File: src/rtl/timer_pkg.sv
// Shared types and constants for the mm:ss countdown timer.
package timer_pkg;

  typedef enum logic [1:0] {
    ST_IDLE   = 2'd0,
    ST_RUN    = 2'd1,
    ST_PAUSED = 2'd2,
    ST_DONE   = 2'd3
  } state_t;

  typedef logic [3:0] digit_t;

  localparam digit_t DIGIT_MAX = 4'd9;
  localparam digit_t TENS_WRAP = 4'd5;

  function automatic logic digit_ok(input digit_t d);
    return (d <= DIGIT_MAX);
  endfunction

endpackage

File: src/rtl/bcd_digit.sv
// One BCD digit of the count: keypad shift, borrow-chained decrement, soft clear.
module bcd_digit
  import timer_pkg::*;
#(
  parameter digit_t WRAP = DIGIT_MAX
) (
  input  logic   clk,
  input  logic   clr,
  input  logic   srst,
  input  digit_t shift_in,
  input  logic   load,
  input  logic   dec_en,
  input  logic   borrow_in,
  output logic   borrow_out,
  output logic   is_zero,
  output digit_t value
);

  digit_t digit_r;

  // Digit register: clear beats shift, shift beats decrement.
  always_ff @(posedge clk or posedge clr) begin
    if (clr) begin
      digit_r <= 4'd0;
    end else if (srst) begin
      digit_r <= 4'd0;
    end else if (load) begin
      digit_r <= shift_in;
    end else if (dec_en && borrow_in) begin
      if (digit_r == 4'd0) begin
        digit_r <= WRAP;
      end else begin
        digit_r <= digit_r - 4'd1;
      end
    end else begin
      digit_r <= digit_r;
    end
  end

  assign is_zero    = (digit_r == 4'd0);
  assign borrow_out = borrow_in & is_zero;
  assign value      = digit_r;

endmodule

File: src/rtl/mmss_timer.sv
// Keypad-loaded mm:ss countdown timer with run/pause/cancel control.
module mmss_timer
  import timer_pkg::*;
#(
  parameter int MIN_DIGITS = 1
) (
  input  logic                    clk,
  input  logic                    clr,
  input  logic [3:0]              data,
  input  logic                    load,
  input  logic                    start,
  input  logic                    pause,
  input  logic                    cancel,
  input  logic                    tick,
  output logic [3:0]              sec_ones,
  output logic [3:0]              sec_tens,
  output logic [4*MIN_DIGITS-1:0] mins,
  output logic                    zero,
  output logic                    running,
  output logic                    done,
  output logic [1:0]              state
);

  state_t                state_r;
  logic                  running_r;
  logic                  done_r;
  logic                  load_ok_s;
  logic                  dec_en_s;
  logic                  one_left_s;
  logic                  zero_s;
  digit_t                ones_val_s;
  digit_t                tens_val_s;
  logic                  ones_zero_s;
  logic                  tens_zero_s;
  logic                  ones_borrow_s;
  digit_t                min_val_s  [MIN_DIGITS];
  logic [MIN_DIGITS-1:0] min_zero_s;
  logic [MIN_DIGITS:0]   min_borrow_s;

  // The borrow chain starts at 1, so the final borrow-out means every digit is zero.
  assign zero_s     = min_borrow_s[MIN_DIGITS];
  assign one_left_s = !ones_zero_s && (ones_val_s[3:1] == 3'd0) && tens_zero_s && (&min_zero_s);
  assign dec_en_s   = tick && (state_r == ST_RUN) && !cancel;

  // Keypad entry gate: only in IDLE/DONE, and a successful start in IDLE takes the cycle.
  always_comb begin
    load_ok_s = 1'b0;
    if (cancel) begin
      load_ok_s = 1'b0;
    end else if (load && digit_ok(data)) begin
      case (state_r)
        ST_IDLE: load_ok_s = !(start && !zero_s);
        ST_DONE: load_ok_s = 1'b1;
        default: load_ok_s = 1'b0;
      endcase
    end else begin
      load_ok_s = 1'b0;
    end
  end

  bcd_digit #(.WRAP(DIGIT_MAX)) u_sec_ones (
    .clk(clk), .clr(clr), .srst(cancel), .shift_in(data), .load(load_ok_s),
    .dec_en(dec_en_s), .borrow_in(1'b1), .borrow_out(ones_borrow_s),
    .is_zero(ones_zero_s), .value(ones_val_s)
  );

  bcd_digit #(.WRAP(TENS_WRAP)) u_sec_tens (
    .clk(clk), .clr(clr), .srst(cancel), .shift_in(ones_val_s), .load(load_ok_s),
    .dec_en(dec_en_s), .borrow_in(ones_borrow_s), .borrow_out(min_borrow_s[0]),
    .is_zero(tens_zero_s), .value(tens_val_s)
  );

  for (genvar i = 0; i < MIN_DIGITS; i++) begin : g_min
    digit_t shift_s;
    if (i == 0) begin : g_first
      assign shift_s = tens_val_s;
    end else begin : g_rest
      assign shift_s = min_val_s[i-1];
    end

    bcd_digit #(.WRAP(DIGIT_MAX)) u_min (
      .clk(clk), .clr(clr), .srst(cancel), .shift_in(shift_s), .load(load_ok_s),
      .dec_en(dec_en_s), .borrow_in(min_borrow_s[i]), .borrow_out(min_borrow_s[i+1]),
      .is_zero(min_zero_s[i]), .value(min_val_s[i])
    );

    assign mins[4*i +: 4] = min_val_s[i];
  end

  // Control FSM; priority cancel > tick-to-zero > pause > start > load.
  always_ff @(posedge clk or posedge clr) begin
    if (clr) begin
      state_r   <= ST_IDLE;
      running_r <= 1'b0;
      done_r    <= 1'b0;
    end else begin
      done_r <= 1'b0;
      if (cancel) begin
        state_r   <= ST_IDLE;
        running_r <= 1'b0;
      end else begin
        case (state_r)
          ST_RUN: begin
            if (tick && one_left_s) begin
              state_r   <= ST_DONE;
              running_r <= 1'b0;
              done_r    <= 1'b1;
            end else if (pause) begin
              state_r   <= ST_PAUSED;
              running_r <= 1'b0;
            end else begin
              state_r   <= ST_RUN;
              running_r <= 1'b1;
            end
          end
          ST_IDLE: begin
            if (start && !zero_s) begin
              state_r   <= ST_RUN;
              running_r <= 1'b1;
            end else begin
              state_r   <= ST_IDLE;
              running_r <= 1'b0;
            end
          end
          ST_PAUSED: begin
            if (start) begin
              state_r   <= ST_RUN;
              running_r <= 1'b1;
            end else begin
              state_r   <= ST_PAUSED;
              running_r <= 1'b0;
            end
          end
          ST_DONE: begin
            if (load_ok_s) begin
              state_r <= ST_IDLE;
            end else begin
              state_r <= ST_DONE;
            end
            running_r <= 1'b0;
          end
          default: begin
            state_r   <= ST_IDLE;
            running_r <= 1'b0;
          end
        endcase
      end
    end
  end

  assign sec_ones = ones_val_s;
  assign sec_tens = tens_val_s;
  assign zero     = zero_s;
  assign running  = running_r;
  assign done     = done_r;
  assign state    = state_r;

endmodule

File: config.mk
export PLATFORM = sky130hd
export DESIGN_NAME = mmss_timer
export DESIGN_NICKNAME = d
export VERILOG_FILES = /design/src/rtl/timer_pkg.sv /design/src/rtl/bcd_digit.sv /design/src/rtl/mmss_timer.sv
export SDC_FILE = /design/constraint.sdc
export NUM_CORES = 1
export LEC_CHECK = 0
export BUFFER_PORTS_ARGS = -buffer_cell sky130_fd_sc_hd__buf_2
export CAP_MARGIN = 20
export CORE_ASPECT_RATIO = 0.9
export CORE_MARGIN = 2
export CORE_UTILIZATION = 45
export CTS_CLUSTER_SIZE = 24
export DETAILED_ROUTE_END_ITERATION = 8
export PLACE_DENSITY = 0.77
export REMOVE_ABC_BUFFERS = 1
export SYNTH_ARGS = -nofsm -noshare
export SYNTH_HDL_FRONTEND = slang
export SYNTH_SLANG_ARGS = --single-unit
File: constraint.sdc
create_clock -name clk -period 2 [get_ports clk]
set_input_delay 0.2 -clock clk [delete_from_list [all_inputs] [get_ports clk]]
set_output_delay 0.2 -clock clk [all_outputs]
set_load 0.02 [all_outputs]
==> qor.csv <==
stage;metric;value;unit
outcome;status;finished clean;
route;routed wire length per instance;15.1;µm
cts;H-tree Lvls;1;
timing;Max Fclk;533;MHz
die;area of the die;2890;µm²
die;Initial Util;0.463;
timing;final number of setup-violating endpoints;0;
timing;Final Critical Period;1.88;ns
die;Rows;17;
die;die height;51.2;µm
power;Psw;0.000980;W
yosys;mapped cell area;1110;µm²
cells_and_area;commonest non-fill, non-tap cells in the layout;buf_2, dfrtp_1, buf_4;
power;Sw Share;0.473;
cts;CTS Root Cell;clkbuf_4;
grt;M3 GR Usage;0.0380;
critical_path;critical path class;flop to flop;
grt;largest net degree at the start of global routing;17;
grt;antenna violations before repair;0;
placed_design;gpl congestion;0.858;
power;Seq pwr share;0.242;
route;first drt pass iteration count;4;
power;P per Cell Area;1470;nW/µm²
grt;first-pass GRT wire length;4480;µm
critical_path;WP data required;2.24;ns
cells_and_area;Layout Nets;169;
cts;clock slew at reported path FFs;0.09;ns
hold_path;hold depth;2;
route;Iter 0 DRT Violations;22;
yosys;Synth Register Bits;16;
hold_path;worst hold endpoint;u_sec_ones.value[0];
timing;final setup TNS;0;ns
cts;CTS tree;yes;
power;VDD IR max;774;µV
cts;total CTS buffers;3;
timing;final hold vios;0;
cells_and_area;area delta synth->final;26.9;%
grt;GRT met1 Usage;0.256;
route;routed vias/inst;5.91;
cts;Max clock buf depth;2;
timing;Slew Viols, Final;0;
placed_design;Port Buffers;27;
critical_path;Worst path max stage delay;0.63;ns
route;post-route ant nets;0;
timing;Tightest Pin Transition;0.601;ns
timing;Max-slew headroom;0.599;
timing;Tcrit/Tclk final;0.938;
critical_path;worst-path cell chain;or4_4, or4_1, a21oi_1, mux2_1;
critical_path;Max FO, Critical Path;9;
power;P_int;0.00109;W
yosys;Async SR Flop Fraction;1.00;
route;DRC;0;
placed_design;HPWL Detailed;2080;µm
grt;global route hottest layer;met2;
placed_design;placed cells;174;
yosys;Mapped Cells;114;
die;Core Region;2400;µm²
cells_and_area;most common cell after layout, fill and taps aside;buf_2;
critical_path;worst reg2reg startpoint;u_sec_tens.value[0];
critical_path;slowest CP cell;or4_4;
power;part of the power in the clock network;0.106;
grt;GRT Total Usage;0.202;
cts;clock sink count;16;
critical_path;delay-heaviest family, CP;simple AND/OR/NAND/NOR gates;
grt;GRT overflow;0;
critical_path;Worst setup EP type;flop;
yosys;Avg Cell Area, Syn;9.76;µm²
critical_path;flop-to-flop setup slack;0.12;ns
yosys;Synth cell types;37;
cells_and_area;n_diodes;0;
power;Tot Pwr;0.00207;W
cts;Clock Latency Late Sink;0.30;ns
hold_path;Hold Path Class;input pin to flop;
hold_path;HP Start;data[0];
critical_path;crit path buf inv count;0;
power;Combinational Power Share;0.652;
cells_and_area;fraction of layout cells with a size suffix above 1;0.414;
timing;Max Clock Skew;0.00118;ns
critical_path;Reg2Reg Depth;4;
yosys;sequential-to-total area share from yosys stat;0.360;
critical_path;Worst EP arrival;2.12;ns
power;Static Leak;0.675;nW
die;Die Span X;56.4;µm
route;Vias;1064;
grt;met2 usage;0.331;
cells_and_area;final cell count without fillers;180;
yosys;EDFF count, synth;0;
timing;RSZ-0062 raised after global routing;no;
yosys;top_reg_cell synth;dfrtp_1;
route;Post-Route WL;2710;µm
yosys;Synth Warn #;0;
flow_run;number of max-cap violations;0;
critical_path;Reg2Reg Capture Point;u_sec_tens.value[1];
grt;vias in the first global route;999;
die;Ports;28;
critical_path;Worst Setup Start Kind;flop;
==> area by class of cell <==
| class | count | area, µm² |
|---|---|---|
| multi-input cells | 84 | 674 |
| inverters | 8 | 30.0 |
| repair buffers | 40 | 235 |
| fillers | 217 | 992 |
| flip-flops and latches | 16 | 400 |
| clock buffers | 4 | 36.3 |
| well taps | 28 | 35.0 |
==> layer usage <==
metal | up-vias | share of wire
met5 | - | 0
met4 | 0 | 0.034
met3 | 11 | 0.058
met2 | 40 | 0.47
met1 | 501 | 0.44
li1 | 512 | -
==> worst register-to-register path, stage by stage, from the launching register on <==
cell and delay (ns):
dfrtp_1 0.44, or4_4 0.63, or4_1 0.49, a21oi_1 0.13
mux2_1 0.14
==> stage by stage <==
step | setup WS (ns) | util | instance area (µm²) | hold slack [ns]
CTS | 0.0563 | 0.572 | 1370 | 0.122
finish | 0.124 | 0.587 | 1410 | 0.119
global route | 0.0125 | 0.587 | 1410 | 0.118
global placement | 0.105 | 0.552 | 1330 | 0.293
detailed placement | -0.0104 | 0.552 | 1330 | 0.302
floorplan | 0.0210 | - | 1070 | 0.114
==> how the worst max path moves through the flow <==
stage,depth (start not counted),slack [ns],end,start
floorplan,6,0.02,u_sec_ones.value[0],state[0]
global placement,6,0.11,u_sec_ones.value[0],state[0]
detailed placement,6,-0.01,u_sec_ones.value[0],state[0]
CTS,6,0.06,u_sec_ones.value[0],state[0]
global route,6,0.01,u_sec_ones.value[2],state[1]
finish,4,0.12,u_sec_tens.value[1],u_sec_tens.value[0]
==> cells in the mapped netlist (3+ instances only) <==
cell type	count	area (µm²)
nand4_1	5	31.3
clkbuf_1	3	11.3
mux2_2	3	33.8
ha_1	5	62.6
or2_2	3	18.8
inv_1	8	30.0
dfrtp_1	16	400
a221oi_2	3	45.0
mux2i_1	3	30.0
o21ai_0	3	15.0
nor3_1	3	15.0
xnor2_1	4	35.0
nor4_2	3	37.5
a21oi_1	8	40.0
nand2_1	4	15.0
a221oi_1	3	26.3
nor2_1	10	37.5
==> flip-flops by register name, summed over array words and instances (netlist names) <==
signal and flops:
done 1, running 1, state 2, u_sec_tens.value 4, g_min.u_min.value 4, u_sec_ones.value 4
==> what timing repair did <==
| action | 4_1_cts | 5_1_grt |
|---|---|---|
| buffers inserted | 0 | 1 |
| resized for setup | 1 | 6 |
| hold endpoints to repair | 16 | 0 |
| pin swaps | 0 | 1 |
| hold buffers | 1 | 0 |
| setup endpoints to repair | 2 | 12 |
==> power by group through the flow <==
stage	clock (W)	sequential (W)	combinational (W)
floorplan	0	0.000645	0.000683
global placement	0	0.000495	0.00126
detailed placement	0	0.000500	0.00130
CTS	0.000221	0.000493	0.00131
global route	0.000236	0.000516	0.00147
finish	0.000220	0.000502	0.00135
==> cells by family after synthesis <==
| group | count (synthesis) | synth area share |
|---|---|---|
| multiplexers | 8 | 0.0776 |
| AO/OA/AOI/OAI | 26 | 0.180 |
| flip-flops | 16 | 0.360 |
| adder cells (fa/ha/maj) | 5 | 0.0562 |
| XOR/XNOR | 4 | 0.0315 |
| AND/OR/NAND/NOR | 41 | 0.233 |
| buffers and inverters | 14 | 0.0619 |
No activity file was read; power rests on OpenSTA's default activity.
